### src/rtl/rs_flag_bank.sv
// -----------------------------------------------------------------------------
// rs_flag_bank
//
// Bank of N independent clocked set/reset flags. It collects ready/done style
// status bits (UART TX/RX, timer) into one word for port-mapped I/O reads.
// Each channel can optionally record a sticky "rise pending" bit. Software
// acknowledges that bit with a write-1-to-clear strobe. The bank can also
// raise a registered, maskable interrupt.
//
// Build option:
//   RS_FLAG_IRQ_EN  defined     : pending bits, ack logic and irq are built.
//                   not defined : pend and irq are tied to 0, and
//                                 ack_we/ack_data/irq_mask are ignored.
//                                 The q path is identical in both builds.
//
// Parameters:
//   N            number of flag channels (1..32)
//   RESET_VAL    per-channel value of q while reset is asserted
//   SET_PRIORITY 1: set wins when set and clr coincide, 0: clr wins
//   EDGE_SET     1: a channel sets only on a rising edge of its set bit
//                0: set is level sensitive
//
// Ports:
//   clk       system clock
//   reset     asynchronous, active-high reset
//   set       per-channel set request
//   clr       per-channel clear request
//   ack_we    write strobe for pending acknowledge
//   ack_data  write-1-to-clear mask for pend, used when ack_we = 1
//   irq_mask  per-channel interrupt enable
//   q         flag state
//   pend      sticky rise-pending bits
//   irq       registered interrupt request
// -----------------------------------------------------------------------------
module rs_flag_bank #(
  parameter int unsigned    N            = 8,
  parameter logic [N-1:0]   RESET_VAL    = {N{1'b1}},
  parameter bit             SET_PRIORITY = 1'b1,
  parameter bit             EDGE_SET     = 1'b0
) (
  input  logic         clk,
  input  logic         reset,
  input  logic [N-1:0] set,
  input  logic [N-1:0] clr,
  input  logic         ack_we,
  input  logic [N-1:0] ack_data,
  input  logic [N-1:0] irq_mask,
  output logic [N-1:0] q,
  output logic [N-1:0] pend,
  output logic         irq
);

  logic [N-1:0] s_eff;
  logic [N-1:0] q_reg;
  logic [N-1:0] q_next;

  // ---------------------------------------------------------------------------
  // Per-channel effective set and next-state selection
  // ---------------------------------------------------------------------------
  genvar gi;
  generate
    for (gi = 0; gi < N; gi++) begin : g_chan
      if (EDGE_SET) begin : g_edge
        // Set history clears on reset. The first set seen after reset
        // therefore counts as a rising edge.
        logic set_d_reg;

        always_ff @(posedge clk or posedge reset) begin
          if (reset) begin
            set_d_reg <= 1'b0;
          end else begin
            set_d_reg <= set[gi];
          end
        end

        assign s_eff[gi] = set[gi] & ~set_d_reg;
      end else begin : g_level
        assign s_eff[gi] = set[gi];
      end

      logic chan_next;

      always_comb begin
        chan_next = q_reg[gi];
        case ({s_eff[gi], clr[gi]})
          2'b10:   chan_next = 1'b1;
          2'b01:   chan_next = 1'b0;
          2'b11:   chan_next = SET_PRIORITY;
          default: chan_next = q_reg[gi];
        endcase
      end

      assign q_next[gi] = chan_next;
    end
  endgenerate

  // ---------------------------------------------------------------------------
  // Flag state register
  // ---------------------------------------------------------------------------
  always_ff @(posedge clk or posedge reset) begin
    if (reset) begin
      q_reg <= RESET_VAL;
    end else begin
      q_reg <= q_next;
    end
  end

  assign q = q_reg;

`ifdef RS_FLAG_IRQ_EN
  // ---------------------------------------------------------------------------
  // Sticky pending bits and interrupt
  // ---------------------------------------------------------------------------
  logic [N-1:0] rise;
  logic [N-1:0] ack_clr;
  logic [N-1:0] pend_reg;
  logic [N-1:0] pend_next;
  logic         irq_reg;
  logic         irq_next;

  // Only a true 0->1 transition of q counts. A set request on a flag that is
  // already high leaves pend alone.
  assign rise    = ~q_reg & q_next;
  assign ack_clr = {N{ack_we}} & ack_data;

  // A rise in the same cycle as an ack wins, so the new event is not lost.
  assign pend_next = rise | (pend_reg & ~ack_clr);

  // irq is built from next-state. It therefore changes on the same edge as
  // pend, both when a bit is set and when an ack clears it.
  assign irq_next = |(pend_next & irq_mask);

  always_ff @(posedge clk or posedge reset) begin
    if (reset) begin
      pend_reg <= '0;
      irq_reg  <= 1'b0;
    end else begin
      pend_reg <= pend_next;
      irq_reg  <= irq_next;
    end
  end

  assign pend = pend_reg;
  assign irq  = irq_reg;
`else
  // In this build the acknowledge and mask inputs have no function.
  logic unused_irq_inputs;
  assign unused_irq_inputs = ^{ack_we, ack_data, irq_mask};

  assign pend = '0;
  assign irq  = 1'b0;
`endif

endmodule

### config.mk
export PLATFORM = sky130hd
export DESIGN_NAME = rs_flag_bank
export DESIGN_NICKNAME = d
export VERILOG_FILES = /design/src/rtl/rs_flag_bank.sv
export SDC_FILE = /design/constraint.sdc
export NUM_CORES = 1
export LEC_CHECK = 0
export CAP_MARGIN = 20
export CORE_MARGIN = 4
export CORE_UTILIZATION = 23
export DETAILED_ROUTE_END_ITERATION = 8
export PLACE_DENSITY = 0.83
export SLEW_MARGIN = 25
export SYNTH_ARGS = -nofsm -noshare
export SYNTH_HDL_FRONTEND = slang
export SYNTH_SLANG_ARGS = --single-unit
### constraint.sdc
create_clock -name clk -period 0.8 [get_ports clk]
set_input_delay 0.16 -clock clk [delete_from_list [all_inputs] [get_ports clk]]
set_output_delay 0.16 -clock clk [all_outputs]
set_load 0.05 [all_outputs]
==> reports/metrics.cfg, run 1 <==
[pwr]
pwr_density_cell_mw_per_mm2=1715
switching_share_pct=32.48
p_switching_mw=0.3958
p_clk_share_pct=24.9
p_comb_share_pct=35.4
vdd_drop_max_mv=0.6391
p_leak_nw=0.3639
p_int_mw=0.8229
p_total_mw=1.219
seqPwrFrac_pct=39.7

[yosys]
ys_warn_count=0
ys_seq_area_share_pct=56.00
synth.avg_cell_area_um2=10.72
synth.distinct_cells=5
synth-seq-cells=8
syn-instance-count=35
syn-cell-area_um2=375.4

[critical_path]
cp.arrival_ns=0.94
cp-end-kind=output pin
r2r-start=q[1]
cp-start-kind=register
crit_family=flip-flops
critical_path_class=register to output pin
critPathRequiredTime_ns=0.64
cp_slowest_stage_delay_ns=0.55
cp_slowest_cell=dfstp_2
critical_path_buf_inv_count=1
reg2reg_to=q[1]
cp_cell_sequence=buf_12
crit_fanout=2
reg2regPathDepth=1
r2r_setup_slack_ns=0.08

[finish]
drive_gt1_share_pct=30.65
diodes=0
instances_no_fill=78
syn_to_final_growth_pct=89.33
layout.nets=99
largest_reg_flops=8
num-fill-cells=139
fin_util_pct=46.63

[clock_tree]
cts_resized=0
tritoncts=yes
hold_buffers=0
cts-root-buf=clkbuf_4
clk_latency_ns=0.25
clkTransAtPathRegs_ns=0.06
clock_path_buffers=2
h-tree-depth=1
postCtsSetupBuffers=0
cts_num_sinks=8
numCtsBuffers=3

[floorplan]
core.rowCount=14
die_w_um=48.40
start_util_pct=24.63
dieArea_mm2=0.002343
fp.dieH_um=48.40
coreArea_mm2=0.001524
ios=52

[routing]
routed_wl_um=831
wl_met3_um=118
routed.top_layer=met3
routedWlPerCell_um=10.65
drc_errors=0
vias_per_cell=3.756
met1_length_um=267
drt_first_pass_iters=2
wl_met2_um=445
postRouteAntennaNets=0
vias=293
drt-initial-drc-count=1

[placement]
dp_hpwl_um=733.4
portBuffers=25
gp_congestion=0.5909
place_inst=75

[timing]
rsz0062_at_grt=true
period_minus_slack_ns=1.098
hold_violations=0
max_freq_ghz=0.9111
slew_viol_final=0
tns_ns=-2.336
final-setup-viol-count=8
setup_ws_ns=-0.2976
fin_crit_sh_pct=137.2
fin_skew_ns=0

[global_route]
overflow=0
grt_usage_pct=8.679
grt_pass1_wl_um=1593
grt_pass1_vias=361
antenna_found_initial=0
grt_max_degree=9

[hold_path]
hold_path_class=input pin to async pin

[outcome]
violations=negative setup slack
status=finished with violations

[run]
maxCapViolations=0

## cells in the mapped netlist
| cell type | number | share of area [%] |
|---|---|---|
| inv_1 | 9 | 9.0 |
| dfstp_2 | 8 | 56 |
| conb_1 | 1 | 1.0 |
| buf_4 | 9 | 18 |
| a21o_1 | 8 | 16 |
## cell families after synthesis
family / count (synthesis) / share of synthesized area (%)
buffers and inverters: 18 / 27.00
flip-flops: 8 / 56.00
AO/OA/AOI/OAI: 8 / 16.00
other: 1 / 0.9990
## cell usage in the layout, fill, tap and decap left out, drive strengths merged
cell,Yosys,routed
a21o,8,8
inv,9,9
buf,9,8
dfstp,8,8
clkbuf,0,3
conb,1,9
clkdlybuf4s50,0,17
## worst max-delay path by stage
stage | startpoint | slack, ns | to | depth (start not counted)
floorplan | q[0] | -0.07 | q[0] | 1
global placement | clr[2] | -0.09 | q[2] | 3
detailed placement | clr[4] | -0.11 | q[4] | 3
CTS | q[5] | -0.31 | q[5] | 1
global route | q[5] | -0.34 | q[5] | 1
finish | q[3] | -0.30 | q[3] | 1
## power by group through the flow
stage | logic, mW | registers [mW] | clock network, mW
floorplan | 0.161 | 0.577 | 0
global placement | 0.429 | 0.488 | 0
detailed placement | 0.434 | 0.490 | 0
CTS | 0.435 | 0.484 | 0.321
global route | 0.451 | 0.488 | 0.354
finish | 0.432 | 0.484 | 0.303
## stage by stage
stage | cell area (um^2) | setup WS, ns | hold slack, ns
2_1_floorplan | 405.4 | -0.07216 | 0.2026
3_3_place_gp | 688.2 | -0.08993 | 0.5207
3_5_place_dp | 688.2 | -0.1067 | 0.5219
4_1_cts | 710.7 | -0.3127 | 0.4519
5_1_grt | 710.7 | -0.3398 | 0.4487
6_report | 710.7 | -0.2976 | 0.4320
## cell type report
cell class | instances | area (um^2) | share of cell area, %
Sequential cell | 8 | 210.2 | 29.58
Multi-Input combinational cell | 17 | 93.84 | 13.20
Timing Repair Buffer | 25 | 330.3 | 46.48
Clock buffer | 3 | 22.52 | 3.169
Tap cell | 16 | 20.02 | 2.817
Inverter | 9 | 33.78 | 4.754
## layer usage
metal	vias up	GRT usage, %
met3	0	3.374
met1	134	8.046
met2	19	15.43
met4	0	5.530
met5	-	0
li1	140	-
No activity file was read; power rests on OpenSTA's default activity.
==> inputs of run 2 (changes only) <==
--- a/config.mk
+++ b/config.mk
@@ -5,7 +5,6 @@
 export SDC_FILE = /design/constraint.sdc
 export NUM_CORES = 1
 export LEC_CHECK = 0
-export CAP_MARGIN = 20
 export CORE_MARGIN = 4
 export CORE_UTILIZATION = 23
 export DETAILED_ROUTE_END_ITERATION = 8
==> results of run 2 <==
The final DEF is identical to that of run 1; final timing and power are the same.
